$ cat config.mk
export PLATFORM = sky130hd
export DESIGN_NAME = seq_detector_mealy_flat
export DESIGN_NICKNAME = d
export VERILOG_FILES = /design/src/rtl/seq_detector_mealy_if.sv /design/src/rtl/seq_detector_mealy.sv /design/src/flat_wrapper.sv
export SDC_FILE = /design/constraint.sdc
export NUM_CORES = 1
export LEC_CHECK = 0
export CAP_MARGIN = 40
export CORE_MARGIN = 10
export CORE_UTILIZATION = 35
export DETAILED_ROUTE_END_ITERATION = 7
export PLACE_DENSITY = 0.65
export SLEW_MARGIN = 20
export SYNTH_ARGS = -nofsm -noshare
export SYNTH_HDL_FRONTEND = slang
export SYNTH_SLANG_ARGS = --single-unit
$ cat constraint.sdc
create_clock -name clk -period 2.2 [get_ports clk]
set_input_delay 0.33 -clock clk [delete_from_list [all_inputs] [get_ports clk]]
set_output_delay 0.33 -clock clk [all_outputs]
set_load 0.1 [all_outputs]
$ cat src/rtl/seq_detector_mealy_if.sv
// Stream/status bundle of the serial sequence detector: the stream side drives
// en/w/overlap/clr_cnt, the detector returns the match flag and counter.
interface seq_detector_mealy_if #(
    parameter int CNT_W = 8
);
    logic             en;
    logic             w;
    logic             overlap;
    logic             clr_cnt;
    logic             z;
    logic             z_q;
    logic [CNT_W-1:0] match_cnt;
    logic             cnt_sat;

    modport master (
        output en,
        output w,
        output overlap,
        output clr_cnt,
        input  z,
        input  z_q,
        input  match_cnt,
        input  cnt_sat
    );

    modport slave (
        input  en,
        input  w,
        input  overlap,
        input  clr_cnt,
        output z,
        output z_q,
        output match_cnt,
        output cnt_sat
    );
endinterface

$ cat src/rtl/seq_detector_mealy.sv
// Mealy serial detector for an arbitrary N-bit pattern (KMP automaton) with
// overlap select, clock enable, saturating match counter and registered flag.
module seq_detector_mealy #(
    parameter int             N       = 4,
    parameter logic [N-1:0]   PATTERN = 4'b1101,
    parameter int             CNT_W   = 8
) (
    input  logic                 clk,
    input  logic                 resetn,
    seq_detector_mealy_if.slave  bus
);

    localparam int SW = (N <= 2) ? 1 : $clog2(N);
    localparam int NS = 1 << SW;

    // Bit i of the received pattern (i=0 is the first bit on the wire).
    function automatic logic pat_bit(input int i);
        return PATTERN[N-1-i];
    endfunction

    // Longest proper prefix of the pattern that is a suffix of prefix(s)+b.
    // Only called for s in 0..N-1 with the full-match case excluded by the FSM.
    function automatic int delta_fn(input int s, input int b);
        int   best;
        int   j;
        logic ok;
        logic t_bit;
        best = 0;
        for (int k = 1; k <= N - 1; k++) begin
            if (k <= s + 1) begin
                ok = 1'b1;
                for (int i = 0; i < k; i++) begin
                    j     = s + 1 - k + i;
                    t_bit = (j == s) ? (b != 0) : pat_bit(j);
                    if (t_bit != pat_bit(i)) begin
                        ok = 1'b0;
                    end
                end
                if (ok) begin
                    best = k;
                end
            end
        end
        return best;
    endfunction

    // Longest proper border of the whole pattern: restart point after an
    // overlapping match.
    function automatic int border_fn();
        int   best;
        logic ok;
        best = 0;
        for (int k = 1; k <= N - 1; k++) begin
            ok = 1'b1;
            for (int i = 0; i < k; i++) begin
                if (pat_bit(i) != pat_bit(N - k + i)) begin
                    ok = 1'b0;
                end
            end
            if (ok) begin
                best = k;
            end
        end
        return best;
    endfunction

    localparam int           BORDER   = border_fn();
    localparam logic [SW-1:0] BORDER_S = SW'(BORDER);
    localparam logic [SW-1:0] LAST_S   = SW'(N - 1);

    // Next-state tables, one entry per encoding; unused encodings map to 0.
    logic [SW-1:0] next0 [NS];
    logic [SW-1:0] next1 [NS];

    generate
        for (genvar gi = 0; gi < NS; gi++) begin : g_table
            if (gi < N) begin : g_used
                localparam int D0 = delta_fn(gi, 0);
                localparam int D1 = delta_fn(gi, 1);
                assign next0[gi] = SW'(D0);
                assign next1[gi] = SW'(D1);
            end else begin : g_unused
                assign next0[gi] = '0;
                assign next1[gi] = '0;
            end
        end
    endgenerate

    logic [SW-1:0]    state_reg;
    logic [SW-1:0]    state_next;
    logic             match;
    logic             z_q_reg;
    logic [CNT_W-1:0] cnt_reg;
    logic [CNT_W-1:0] cnt_next;
    logic             sat_reg;
    logic             sat_next;

    always_ff @(posedge clk or negedge resetn) begin
        if (!resetn) begin
            state_reg <= '0;
        end else begin
            state_reg <= state_next;
        end
    end

    always_comb begin
        match      = 1'b0;
        state_next = state_reg;
        if (bus.en) begin
            if ((state_reg == LAST_S) && (bus.w == PATTERN[0])) begin
                match      = 1'b1;
                state_next = bus.overlap ? BORDER_S : '0;
            end else if (bus.w) begin
                state_next = next1[state_reg];
            end else begin
                state_next = next0[state_reg];
            end
        end
    end

    // A clear wins over a coincident match; the match is simply not counted.
    always_comb begin
        cnt_next = cnt_reg;
        sat_next = sat_reg;
        if (bus.clr_cnt) begin
            cnt_next = '0;
            sat_next = 1'b0;
        end else begin
            if (match && (cnt_reg != {CNT_W{1'b1}})) begin
                cnt_next = cnt_reg + CNT_W'(1);
            end
            sat_next = sat_reg | (cnt_next == {CNT_W{1'b1}});
        end
    end

    always_ff @(posedge clk or negedge resetn) begin
        if (!resetn) begin
            z_q_reg <= 1'b0;
            cnt_reg <= '0;
            sat_reg <= 1'b0;
        end else begin
            z_q_reg <= match;
            cnt_reg <= cnt_next;
            sat_reg <= sat_next;
        end
    end

    assign bus.z         = match;
    assign bus.z_q       = z_q_reg;
    assign bus.match_cnt = cnt_reg;
    assign bus.cnt_sat   = sat_reg;

endmodule

$ cat src/flat_wrapper.sv
// flat-port wrapper written by rule: the top's interface ports become plain ports
module seq_detector_mealy_flat 
#(
    parameter int             N       = 4,
    parameter logic [N-1:0]   PATTERN = 4'b1101,
    parameter int             CNT_W   = 8
)
  (clk, resetn, bus_en, bus_w, bus_overlap, bus_clr_cnt, bus_z, bus_z_q, bus_match_cnt, bus_cnt_sat);
  seq_detector_mealy_if #(.CNT_W(CNT_W)) bus_i ();
  input  logic clk;
  input  logic resetn;
  input wire logic [$bits(bus_i.en)-1:0] bus_en;
  input wire logic [$bits(bus_i.w)-1:0] bus_w;
  input wire logic [$bits(bus_i.overlap)-1:0] bus_overlap;
  input wire logic [$bits(bus_i.clr_cnt)-1:0] bus_clr_cnt;
  output wire logic [$bits(bus_i.z)-1:0] bus_z;
  output wire logic [$bits(bus_i.z_q)-1:0] bus_z_q;
  output wire logic [$bits(bus_i.match_cnt)-1:0] bus_match_cnt;
  output wire logic [$bits(bus_i.cnt_sat)-1:0] bus_cnt_sat;
  assign bus_i.en = bus_en;
  assign bus_i.w = bus_w;
  assign bus_i.overlap = bus_overlap;
  assign bus_i.clr_cnt = bus_clr_cnt;
  assign bus_z = bus_i.z;
  assign bus_z_q = bus_i.z_q;
  assign bus_match_cnt = bus_i.match_cnt;
  assign bus_cnt_sat = bus_i.cnt_sat;
  seq_detector_mealy #(.N(N), .PATTERN(PATTERN), .CNT_W(CNT_W)) u_core (.clk(clk), .resetn(resetn), .bus(bus_i));
endmodule
; Word-level counts from Yosys, hierarchy flattened
; Index checks and enable logic that the tools add are counted.
[op_classes]
n_mux = 15
eq_ne = 3
order_cmp = 1
n_bitwise = 2
reduce_logical = 2
addsub = 1
[ops]
columns = cell, count
row1 = two-way mux 8 bit, 3
row2 = two-way mux 2 bit, 6
row3 = "adder 8 x 1 -> 8 bit, second input constant", 1
row4 = binary-select mux 2 bit (select 2 bit), 2
row5 = "equality test 8 bit, second input constant", 1
row6 = "inequality test 8 bit, second input constant", 1
row7 = two-way mux 1 bit, 4
row8 = "greater-or-equal comparator 3 bit, second input constant", 1
row9 = inverter 2 -> 3 bit, 1
row10 = "equality test 2 bit, second input constant", 1
row11 = logical AND 1 bit, 2
row12 = bitwise OR 1 bit, 1
[totals]
out_inout_bits = 11
inputBits = 6
regBits = 12

; Depth between registers and ports, before layout
; Gate-level depths: netlist of the first run.
[depth]
word_depth = 10
depth_mapped = 7
depth_no_buf = 7

; Least setup slack after synthesis of the first run
; No wires, ideal clock.
[synth_timing]
path_kind = register -> register
startpoint = register u_core.cnt_reg[0] (netlist: u_core.bus.match_cnt[0])
endpoint = register u_core.sat_reg (netlist: u_core.bus.cnt_sat)
setup_slack_ps = -174
path_stages_with_launch = 7
arrival_time_ps = 2302
path_buffers = 0
cell_sequence = dfrtp_1 -> ha_1 -> nand2_1 -> or3b_1 -> a21o_1 -> a2111oi_2 -> a32o_1
[synth_via]
elab_chain_cells = 7
word_cells_on_any_way = 8
[synth_lines]
columns = element, line
row1 = "start, declared", seq_detector_mealy.sv:93  ; logic [CNT_W-1:0] cnt_reg;
row2 = "start signal, assigned", seq_detector_mealy.sv:143  ; cnt_reg <= cnt_next;
row3 = "parallel branches: the longest is 2 deep, another holds adder 8 x 1 -> 8 bit", -
row4 = two-way mux 8 bit *, seq_detector_mealy.sv:129  ; if (match && (cnt_reg != {CNT_W{1'b1}})) begin
row5 = two-way mux 8 bit *, seq_detector_mealy.sv:125  ; if (bus.clr_cnt) begin
row6 = equality test 8 bit *, seq_detector_mealy.sv:132  ; sat_next = sat_reg | (cnt_next == {CNT_W{1'b1}});
row7 = bitwise OR 1 bit *, seq_detector_mealy.sv:132
row8 = two-way mux 1 bit *, seq_detector_mealy.sv:125
row9 = via u_core.sat_next, seq_detector_mealy.sv:96  ; logic sat_next;
row10 = "end signal, assigned", seq_detector_mealy.sv:144  ; sat_reg <= sat_next;
row11 = "end, declared", seq_detector_mealy.sv:95  ; logic sat_reg;
; Mark *: on every way through the listed nets, which the timed path passes. The select of a mux whose other input is x is not followed.
; A chain may end at the register's enable or synchronous reset.

; Final worst setup path of the first run
; Ends and elaborated chain as after synthesis.

==> impl_metrics.env, run 1 <==
export IMPL_status="finished, final reports clean"
export IMPL_num_rows=16
export IMPL_drc=0
export IMPL_netlist_area_um2=729
export IMPL_synth_fp_nets=85
export IMPL_total_power_mw=0.611
export IMPL_routed_wl_mm=1.74
export IMPL_cp_slowest_cell="dfrtp_2"
export IMPL_via_per_inst=5.35
export IMPL_period_needed_ns=2.00
export IMPL_critPathCaptureType="flip-flop"
export IMPL_gp_congestion=0.879
export IMPL_ys_seq_area_frac=0.412
export IMPL_hold_ws_ns=0.412
export IMPL_grt_setup_unrepaired="no"
export IMPL_cts_made_buffers=3
export IMPL_critPathTopFamily="compound AO/OA/AOI/OAI gates"
export IMPL_layout_nets=105
export IMPL_diodes=0
export IMPL_grt_max_degree=13
export IMPL_clock_skew_ns=0.00410
export IMPL_drive_gt1_frac=0.298
export IMPL_path_max_fanout=5
export IMPL_coreArea_um2=1960
export IMPL_ant_nets=0
export IMPL_rr_worst_depth=6
export IMPL_p_leak_nw=0.406
export IMPL_utilization=0.485
export IMPL_root_buffer="clkbuf_4"
export IMPL_cts_sinks=12
export IMPL_syn_inst=75
export IMPL_placed_cell_area_um2=915
export IMPL_io_buffers=16
export IMPL_largest_register_ffs=8
export IMPL_cp_num_buf_inv=0
export IMPL_cts_resized=0
export IMPL_multi_input_area_um2=403
export IMPL_tns_ns=0
export IMPL_io_pins=17
export IMPL_power_density_nw_per_um2=642
export IMPL_holdBufCountCts=0
export IMPL_final_max_slew_viol_count=0
export IMPL_antenna_found_initial=0
export IMPL_synth_area_leader_cell="dfrtp_1"
export IMPL_synth_edff_count=0
export IMPL_critPathRequiredTime_ns=2.42
export IMPL_wl_per_cell_um=14.3
export IMPL_syn_to_final_growth_pct=30.4
export IMPL_die_x_um=65.7
export IMPL_cts_tree="yes"
export IMPL_crit_arrival_ns=2.23
export IMPL_hpwl_mm=1.37
export IMPL_clock_latency_ns=0.28
export IMPL_critPathKind="reg -> reg"
export IMPL_relSlewSlack=0.621
export IMPL_die_area_um2=4310
export IMPL_synthFlopType="dfrtp_1"
export IMPL_worst_pin_slew_ns=0.555
export IMPL_grt_first_pass_wirelength_mm=2.99
export IMPL_yosysTopAreaCellShare=0.412
export IMPL_synth_warnings=0
export IMPL_r2r_end="u_core.bus.cnt_sat$_DFF_PN0_"
export IMPL_crit_reg2reg_launch="u_core.bus.match_cnt[0]$_DFF_PN0_"
export IMPL_startpoint_type="flip-flop"
export IMPL_startpoint="u_core.bus.match_cnt[0]$_DFF_PN0_"
export IMPL_clk_pin_slew_worst_paths_ns=0.07
export IMPL_ys_ff_latch=12
export IMPL_maxCapViolations=0
export IMPL_first_pass_iters=4
export IMPL_synth_area_leaders="dfrtp_1, ha_1, nand3_1, inv_1, nand2_1"
export IMPL_final_cell_area_um2=951
export IMPL_die_y_um=65.7
export IMPL_setup_viol=0
export IMPL_max_stage_delay_ns=0.45
export IMPL_min_path_type="in -> async"
export IMPL_vias=647
export IMPL_clock_path_buffers=2
export IMPL_crit_chain="ha_1, nand2_1, or3b_1, a21o_1, a2111oi_2, a32o_1"
export IMPL_max_freq_ghz=0.499
export IMPL_synth_async_sr_flop_share=1.00
export IMPL_synth_cell_types=32
export IMPL_cts_setup_buffers=0
export IMPL_rrSetupSlack_ns=0.20
export IMPL_fin_crit_sh=0.911
export IMPL_track_usage=0.0859
export IMPL_seq_area_um2=307
export IMPL_critical_path_depth=6
export IMPL_floorplan_initialDensity=0.372
export IMPL_cts_htree_levels=1
export IMPL_cp_endpoint="u_core.bus.cnt_sat$_DFF_PN0_"
export IMPL_fillers=198
export IMPL_finalHoldViolations=0
export IMPL_drt_first_iter_violations=16
export IMPL_overflow=0
export IMPL_peakVddDrop_mv=0.322
export IMPL_syn_avg_cell_area_um2=9.73
export IMPL_grt_pass1_vias=655
==> layout make-up <==
cell class | count | area share
multi-input combinational | 56 | 0.424
clock buffer | 4 | 0.0382
tap | 27 | 0.0355
inverter | 6 | 0.0276
timing repair buffer | 16 | 0.153
sequential | 12 | 0.322
==> worst min path at each step <==
stage	startpoint	to	slack (ns)	depth (start not counted)
finish	resetn	u_core.bus.match_cnt[4]$_DFF_PN0_	0.41	1
global route	resetn	u_core.bus.match_cnt[4]$_DFF_PN0_	0.45	1
CTS	resetn	u_core.bus.match_cnt[4]$_DFF_PN0_	0.43	1
detailed placement	u_core.bus.cnt_sat$_DFF_PN0_	u_core.bus.cnt_sat$_DFF_PN0_	0.49	1
global placement	u_core.bus.cnt_sat$_DFF_PN0_	u_core.bus.cnt_sat$_DFF_PN0_	0.49	1
floorplan	resetn	u_core.bus.cnt_sat$_DFF_PN0_	0.03	0
==> through the flow <==
step                      worst slack (ns)  cells
after floorplan                     0.0175     75
after global placement              0.0990    117
after detailed placement             0.100    117
after CTS                            0.188    121
after global routing                0.0611    121
final                                0.195    121
==> where the power goes <==
| group | switching (mW) | total [mW] | internal [mW] |
|---|---|---|---|
| combinational | 0.108 | 0.176 | 0.0684 |
| sequential | 0.0196 | 0.260 | 0.240 |
| clock | 0.0740 | 0.175 | 0.101 |
| total | 0.202 | 0.611 | 0.409 |
==> cells by family (layout without fill, tap and decap cells) <==
kind of cell | count (synthesis) | in the layout | synth area share
flip-flops | 12 | 12 | 0.412
buffers and inverters | 7 | 26 | 0.0463
AO/OA/AOI/OAI | 17 | 17 | 0.178
AND/OR/NAND/NOR | 30 | 30 | 0.228
multiplexers | 3 | 3 | 0.0429
adder cells (fa/ha/maj) | 4 | 4 | 0.0686
XOR/XNOR | 2 | 2 | 0.0240
==> cells in the mapped netlist (2+ instances only) <==
library cell and n:
dfrtp_1 12, inv_1 6, nand2_1 6, nor2_1 6
nand3_1 5, a21oi_1 4, ha_1 4, and3_1 3
a31oi_1 2, mux2i_1 2, nand3b_1 2, nor3_1 2
xnor2_1 2
==> layout by cell type (no fill, tap or decap), drive strengths merged, types with 3 or more instances in the layout <==
cell,Yosys,final
dfrtp,12,12
buf,1,11
nor2,6,6
nand2,6,6
inv,6,5
clkdlybuf4s50,0,5
nand3,5,5
a21oi,4,4
ha,4,4
clkbuf,0,4
and3,3,3
==> metal layers <==
metal	part of all wire	wire length, µm	global-route usage	vias up
met5	0	0	0	-
met4	0.024	42	0.0348	0
met3	0.070	121	0.0475	5
met2	0.47	816	0.134	19
met1	0.44	756	0.0945	304
li1	-	-	-	319
==> worst register-to-register path, stage by stage (launching register included) <==
cell and delay, ns:
dfrtp_2 0.45, ha_1 0.25, nand2_1 0.16, or3b_1 0.36, a21o_1 0.17, a2111oi_2 0.36, a32o_1 0.20
Note: power is estimated with default switching activity, not from simulation.
==> run 2: changes to the inputs <==
--- a/config.mk
+++ b/config.mk
@@ -10,6 +10,7 @@
 export CORE_UTILIZATION = 35
 export DETAILED_ROUTE_END_ITERATION = 7
 export PLACE_DENSITY = 0.65
+export RECOVER_POWER = 25
 export SLEW_MARGIN = 20
 export SYNTH_ARGS = -nofsm -noshare
 export SYNTH_HDL_FRONTEND = slang
==> run 2 against run 1 <==
- sequential cell count is the same
- sequential share of layout area is the same
- first-iteration DRC count is the same
- global-route usage is the same
- total power is essentially flat
- fmax is the same
- critical endpoint unchanged
- highest routed layer unchanged
==> impl_metrics.env, run 2 (synthesized netlist as in run 1, its figures left out) <==
export IMPL_met2_usage=0.134
export IMPL_grt_use_met1=0.0945
export IMPL_crit_chain="ha_1, nand2_1, or3b_1, a21o_1, a2111oi_2, a32o_1"
export IMPL_drive_gt1_frac=0.298
export IMPL_die_area_um2=4310
export IMPL_cp_slowest_cell="dfrtp_2"
export IMPL_setup_slack_ns=0.195
export IMPL_cts_sinks=12
export IMPL_final_max_slew_viol_count=0
export IMPL_cts_resized=0
export IMPL_p_leak_nw=0.406
export IMPL_grt_pass1_vias=655
export IMPL_setup_viol=0
export IMPL_via_per_inst=5.35
export IMPL_crit_arrival_ns=2.23
export IMPL_max_stage_delay_ns=0.45
export IMPL_rr_worst_depth=6
export IMPL_r2r_end="u_core.bus.cnt_sat$_DFF_PN0_"
export IMPL_gp_congestion=0.879
export IMPL_hpwl_mm=1.37
export IMPL_tns_ns=0
export IMPL_syn_to_final_growth_pct=30.4
export IMPL_rrSetupSlack_ns=0.20
export IMPL_cts_tree="yes"
export IMPL_floorplan_initialDensity=0.372
export IMPL_num_rows=16
export IMPL_critPathKind="reg -> reg"
export IMPL_min_path_type="in -> async"
export IMPL_status="finished, final reports clean"
export IMPL_startpoint_type="flip-flop"
export IMPL_critPathRequiredTime_ns=2.42
export IMPL_grt_max_degree=13
export IMPL_largest_register_ffs=8
export IMPL_met3_usage=0.0475
export IMPL_first_pass_iters=4
export IMPL_grt_setup_unrepaired="no"
export IMPL_dp_worst_setup_slack_ns=0.100
export IMPL_vias=647
export IMPL_clock_path_buffers=2
export IMPL_crit_reg2reg_launch="u_core.bus.match_cnt[0]$_DFF_PN0_"
export IMPL_layout_nets=105
export IMPL_period_needed_ns=2.00
export IMPL_power_density_nw_per_um2=642
export IMPL_critPathCaptureType="flip-flop"
export IMPL_routed_wl_mm=1.74
export IMPL_holdBufCountCts=0
export IMPL_final_common_cell="buf_4"
export IMPL_drt_first_iter_violations=16
export IMPL_grt_first_pass_wirelength_mm=2.99
export IMPL_overflow=0
export IMPL_peakVddDrop_mv=0.322
export IMPL_clk_pin_slew_worst_paths_ns=0.07
export IMPL_maxCapViolations=0
export IMPL_finalHoldViolations=0
export IMPL_mostFrequentLayoutCells="buf_4, dfrtp_1, nor2_1"
export IMPL_diodes=0
export IMPL_coreArea_um2=1960
export IMPL_critPathTopFamily="compound AO/OA/AOI/OAI gates"
export IMPL_io_pins=17
export IMPL_max_freq_ghz=0.499
export IMPL_path_max_fanout=5
export IMPL_ant_nets=0
export IMPL_wl_per_cell_um=14.3
export IMPL_cts_made_buffers=3
export IMPL_track_usage=0.0859
export IMPL_die_x_um=65.7
export IMPL_die_y_um=65.7
export IMPL_antenna_found_initial=0
export IMPL_cp_num_buf_inv=0
export IMPL_cts_htree_levels=1
export IMPL_io_buffers=16
export IMPL_clock_latency_ns=0.28
export IMPL_grt_busiest_layer="met2"
export IMPL_root_buffer="clkbuf_4"
export IMPL_worst_pin_slew_ns=0.555
export IMPL_cts_setup_buffers=0
export IMPL_drc=0
export IMPL_relSlewSlack=0.621
export IMPL_fillers=198
export IMPL_clock_skew_ns=0.00410
export IMPL_fin_crit_sh=0.911
## run 2: per-stage QoR
| step | cell area (µm²) | std cells | util | total power [mW] | hold slack (ns) |
|---|---|---|---|---|---|
| 6_report | 951 | 121 | 0.485 | 0.610 | 0.483 |
| 3_3_place_gp | 915 | 117 | 0.466 | 0.430 | 0.491 |
| 4_1_cts | 951 | 121 | 0.485 | 0.619 | 0.429 |
| 5_1_grt | 951 | 121 | 0.485 | 0.648 | 0.521 |
| 2_1_floorplan | 747 | 75 | - | 0.384 | 0.0344 |
| 3_5_place_dp | 915 | 117 | 0.466 | 0.440 | 0.489 |
## run 2: how the worst max path moves through the flow
stage,from,endpoint,slack (ns),cells past startpoint
after floorplan,u_core.bus.match_cnt[3]$_DFF_PN0_,u_core.bus.cnt_sat$_DFF_PN0_,0.02,5
after detailed placement,bus_en,u_core.bus.cnt_sat$_DFF_PN0_,0.10,7
final,u_core.bus.match_cnt[0]$_DFF_PN0_,u_core.bus.cnt_sat$_DFF_PN0_,0.20,6
after global routing,u_core.bus.match_cnt[0]$_DFF_PN0_,u_core.bus.cnt_sat$_DFF_PN0_,0.06,6
after CTS,u_core.bus.match_cnt[0]$_DFF_PN0_,u_core.bus.cnt_sat$_DFF_PN0_,0.19,6
after global placement,bus_en,u_core.bus.cnt_sat$_DFF_PN0_,0.1,7
## run 2: cell type report
cell class	instances	area [µm²]	area share
sequential	12	307	0.322
clock buffer	4	36.3	0.0382
tap	27	33.8	0.0355
inverter	6	26.3	0.0276
timing repair buffer	16	145	0.153
multi-input combinational	56	403	0.424
## run 2: power breakdown
group / internal (mW) / switching, mW / total (mW) / leakage, nW
clock: 0.101 / 0.0740 / 0.175 / 0.0210
combinational: 0.0680 / 0.108 / 0.176 / 0.230
sequential: 0.240 / 0.0196 / 0.260 / 0.155
## run 2: layer usage
metal  up-vias  wire length [µm]
met5         -                 0
met1       304               756
met3         5               120
li1        319                 -
met4         0                42
met2        19               815
## run 2: worst register-to-register path: stages (launching register included)
cell and delay (ns):
dfrtp_2 0.45, ha_1 0.25, nand2_1 0.16, or3b_1 0.36, a21o_1 0.17, a2111oi_2 0.36, a32o_1 0.20
==> run 3: changes to the inputs <==
--- a/config.mk
+++ b/config.mk
@@ -5,6 +5,7 @@
 export SDC_FILE = /design/constraint.sdc
 export NUM_CORES = 1
 export LEC_CHECK = 0
+export ABC_CLOCK_PERIOD_IN_PS = 2200
 export CAP_MARGIN = 40
 export CORE_MARGIN = 10
 export CORE_UTILIZATION = 35
==> results of run 3 <==
No change in the layout: final DEF, timing and power equal those of run 2.
==> patch 1, RTL diff (settings of run 1) <==
`CNT_W` is set to 8 in 3 places; all go to 12.
--- a/src/rtl/seq_detector_mealy_if.sv
+++ b/src/rtl/seq_detector_mealy_if.sv
@@ -1,7 +1,7 @@
 // Stream/status bundle of the serial sequence detector: the stream side drives
 // en/w/overlap/clr_cnt, the detector returns the match flag and counter.
 interface seq_detector_mealy_if #(
-    parameter int CNT_W = 8
+    parameter int CNT_W = 12
 );
     logic             en;
     logic             w;
--- a/src/rtl/seq_detector_mealy.sv
+++ b/src/rtl/seq_detector_mealy.sv
@@ -3,7 +3,7 @@
 module seq_detector_mealy #(
     parameter int             N       = 4,
     parameter logic [N-1:0]   PATTERN = 4'b1101,
-    parameter int             CNT_W   = 8
+    parameter int             CNT_W   = 12
 ) (
     input  logic                 clk,
     input  logic                 resetn,
--- a/src/flat_wrapper.sv
+++ b/src/flat_wrapper.sv
@@ -3,7 +3,7 @@
 #(
     parameter int             N       = 4,
     parameter logic [N-1:0]   PATTERN = 4'b1101,
-    parameter int             CNT_W   = 8
+    parameter int             CNT_W   = 12
 )
   (clk, resetn, bus_en, bus_w, bus_overlap, bus_clr_cnt, bus_z, bus_z_q, bus_match_cnt, bus_cnt_sat);
   seq_detector_mealy_if #(.CNT_W(CNT_W)) bus_i ();
Ports: changed (resized bus_match_cnt); port bits go from 17 to 21. No check against the original RTL was run, so the function may have changed too.
==> patch 1 against run 1 <==
Global-route usage increased by 0.59 points; final area increased by 46%; routed wire length rose by 50%; via count increased by 49%; sequential share of layout area is 2.0 points lower; clock skew increased by 0.0020 ns; setup slack got worse by 0.033 ns; sequential cell count increased by 4; final cell count increased by 55%; power is 14% higher; area after synthesis grew 51%; largest power group unchanged; highest routed layer unchanged.
==> patch 1: results (changes against run 1) <==
Setup path
  • Worst Path Required: 1.87 ns (-0.55 ns)
  • Slowest-stage cell, CP: dfrtp_1
  • CP max FO: 13 (+8)
  • Critical Path AT: 1.71 ns (-0.52 ns)

Yosys
  • Netlist cell types: 45 (+41%)
  • Compound-Gate Fraction of Synth Area: 15.7% (-2.2 points)
  • Register area share after synthesis: 36.4% (-4.8 points)
  • Post-synth top cells: 16 x dfrtp_1, 13 x nor2_1, 10 x inv_1
  • Syn Inst Count: 119 (+59%)
  • Post-Syn Area: 0.00110 mm² (+51%)
  • Xor and xnor area share after synthesis: 2.39% (-0.015 points)
  • #FFs+latches synth: 16 (+4)
  • Post-synthesis mux area share: 5.23% (+0.94 points)

STA
  • Worst hold margin: 0.345 ns (-0.0679 ns)
  • Slew margin rel.: 72.3% (+10 points)
  • Final Skew: 0.00608 ns (+0.00199 ns)

Global routing
  • Vias in the first global route: 913 (+39%)
  • Met3 Resource Use GR: 2.83% (-1.9 points)
  • Tot GR Track Use: 9.18% (+0.59 points)

Placement
  • Placed cells: 183 (+56%)
  • Placed wire-length estimate: 1980 µm (+44%)
  • Setup Slack @ Placement: 0.0849 ns (-0.0152 ns)
  • Port bufs: 20 (+4)
  • Placed cell areas: 0.00136 mm² (+49%)

Cells and area
  • Final nets: 154 (+47%)
  • Invs w/o clock: 10 (+4)
  • Clk cell area share: 1.89% (-1.9 points)
  • Largest register FFs: 12 (+4)
  • Fillers: 299 (+51%)
  • Layout cells sized above 1: 32.9% (+3.1 points)
  • Multi-input gates: 88 (+57%)

Detailed routing
  • Routed wl met2: 1190 µm (+45%)
  • Drt wl/cell: 13.9 µm (-3.3%)
  • Wire length on met3: 123 µm (+1.7%)

Outcome
  • Status: complete, no violations

Pwr
  • Pwr Total: 0.000695 W (+14%)
  • Switching fraction of total power: 33.7% (+0.69 points)
[patch 1: logic make-up after synthesis]
| family | after synthesis |
|---|---|
| simple gates | 51 |
| fa+ha+maj | 4 |
| xor+xnor | 3 |
| mux | 5 |
| flops | 16 |
| compound gates | 25 |
| buf+inv | 15 |
[patch 1: worst paths after layout]
path	startpoint	end
setup / recovery	u_core.state_reg[1]$_DFFE_PN0P_	bus_z
hold / removal	resetn	u_core.bus.match_cnt[10]$_DFF_PN0_
setup reg to reg	u_core.bus.match_cnt[0]$_DFF_PN0_	u_core.bus.cnt_sat$_DFF_PN0_
hold reg to reg	u_core.state_reg[0]$_DFFE_PN0P_	u_core.state_reg[0]$_DFFE_PN0P_
max in group asynchronous	resetn	u_core.bus.match_cnt[7]$_DFF_PN0_
min in group clk	u_core.state_reg[0]$_DFFE_PN0P_	u_core.state_reg[0]$_DFFE_PN0P_
[patch 1: repair_timing]
action / 4_1_cts / 5_1_grt
setup endpoints to repair: 0 / 1
resized for setup: 0 / 1
hold buffers: 0 / 0
==> patch 2, RTL diff (flow settings as in run 1) <==
Made on the original files. Reset style: synchronous (`resetn`), changed in 2 clocked blocks.
--- a/src/rtl/seq_detector_mealy.sv
+++ b/src/rtl/seq_detector_mealy.sv
@@ -95,7 +95,7 @@
     logic             sat_reg;
     logic             sat_next;
 
-    always_ff @(posedge clk or negedge resetn) begin
+    always_ff @(posedge clk) begin
         if (!resetn) begin
             state_reg <= '0;
         end else begin
@@ -133,7 +133,7 @@
         end
     end
 
-    always_ff @(posedge clk or negedge resetn) begin
+    always_ff @(posedge clk) begin
         if (!resetn) begin
             z_q_reg <= 1'b0;
             cnt_reg <= '0;
Check against the original RTL: differs if resetn is asserted again (counterexample within 4 cycles, from zero or initial values and one cycle with resetn low); with resetn held inactive, the same outputs for 10 cycles.
==> patch 2 against run 1 <==
Fmax rose by 9.7%; final area fell by 3.3%; sequential cell count did not move; area after synthesis fell by 4.8%; setup slack improved by 0.18 ns; global-route usage rose by 0.15 points; routed wire length fell by 1.0%; critical path depth rose by 2.
Power is not compared: it rests on default switching activity, and its combinational part moved more than twofold at a synthesized area within 25%.
==> patch 2: results (changes against run 1) <==
Global routing
  • First-pass GRT wire length: 2880 µm (-3.9%)
  • Tot GR Track Use: 8.75% (+0.15 points)

Setup path
  • R2r worst-path depth: 8 (+2)
  • Critical Path Max Stage Delay: 0.34 ns (-0.11 ns)
  • Slowest-stage cell, CP: dfxtp_1
  • Critical path endpoint: u_core.bus.cnt_sat$_SDFF_PP0_
  • Crit. Startpoint: u_core.state_reg[1]$_SDFFE_PN0P_
  • R2R Setup Slk: 0.37 ns (+0.18 ns)
  • Critical Path AT: 2.00 ns (-0.23 ns)

Cells and area
  • Fin area: 920 µm² (-3.3%)
  • Seq_cells: 12 (unchanged)
  • Final nets: 111 (+5.7%)
  • Buffers excl. clock: 19 (+3)
  • Clock buffers: 3 (-1)
  • Seq area share: 26.7% (-5.6 points)
  • Signal buf overhead: 18.2% (+3.0 points)
  • Multi-input gates: 59 (+5.4%)

Yosys
  • Syn Nets: 88 (+3.5%)
  • Xor and xnor area share after synthesis: 2.52% (+0.12 points)
  • Compound-Gate Fraction of Synth Area: 22.7% (+4.9 points)
  • Main flop type after synthesis: dfxtp_1
  • Post-synth top cells: 12 x dfxtp_1, 7 x nand2_1, 5 x inv_1, 5 x nor2_1
  • Netlist cell types: 35 (+9.4%)
  • Async set-reset flop share out of synthesis: 0% (-100 points)
  • Adder-cell share of the synthesized area: 7.21% (+0.35 points)

Placement
  • Final GP Congestion: 0.890 (+1.2%)
  • Placed cells: 123 (+5.1%)
  • Setup Slack @ Placement: 0.137 ns (+0.0364 ns)
  • Placed cell areas: 897 µm² (-1.9%)

Detailed routing
  • Drt wl/cell: 13.6 µm (-5.0%)
  • DR iter-0 viols: 14 (-2)
  • Vias: 663 (+2.5%)

Outcome
  • Status: complete, no violations

STA
  • Worst hold margin: 0.507 ns (+0.0943 ns)

Hold path
  • Hold/Removal Path Class: reg -> reg
==> patch 2: worst min-delay path by stage <==
stage / startpoint / to / slack [ns] / cells past startpoint
3_3_place_gp: u_core.bus.cnt_sat$_SDFF_PP0_ / u_core.bus.cnt_sat$_SDFF_PP0_ / 0.47 / 1
2_1_floorplan: resetn / u_core.bus.z_q$_SDFF_PN0_ / 0.45 / 1
5_1_grt: u_core.bus.cnt_sat$_SDFF_PP0_ / u_core.bus.cnt_sat$_SDFF_PP0_ / 0.53 / 1
4_1_cts: u_core.bus.cnt_sat$_SDFF_PP0_ / u_core.bus.cnt_sat$_SDFF_PP0_ / 0.51 / 1
3_5_place_dp: u_core.bus.cnt_sat$_SDFF_PP0_ / u_core.bus.cnt_sat$_SDFF_PP0_ / 0.49 / 1
6_report: u_core.bus.cnt_sat$_SDFF_PP0_ / u_core.bus.cnt_sat$_SDFF_PP0_ / 0.51 / 1
==> patch 2: worst max-delay path: cells and delay by family, from the launching register on <==
kind                       cells  cell delay (ns)
buffers and inverters          2             0.22
and+or+nand+nor                2             0.33
adders and majority gates      1             0.27
AOI/OAI and AO/OA              2             0.41
DFF                            1             0.34
muxes                          1             0.15
==> patch 2: where the power goes <==
part	internal [W]	switching (W)	leakage, nW	total (W)
Combinational	0.0000204	0.0000198	0.275	0.0000402
Clock	0.0000635	0.0000701	0.0138	0.000134
Sequential	0.000220	0.00000260	0.0991	0.000223
==> patch 2: per-layer routing <==
metal  GRT usage [%]  up-vias  wire length (µm)
li1                -      333                 -
met1            10.2      304               788
met2            13.1       21               810
met3            3.61        5                77
met4            5.35        0                41
met5               0        -                 0
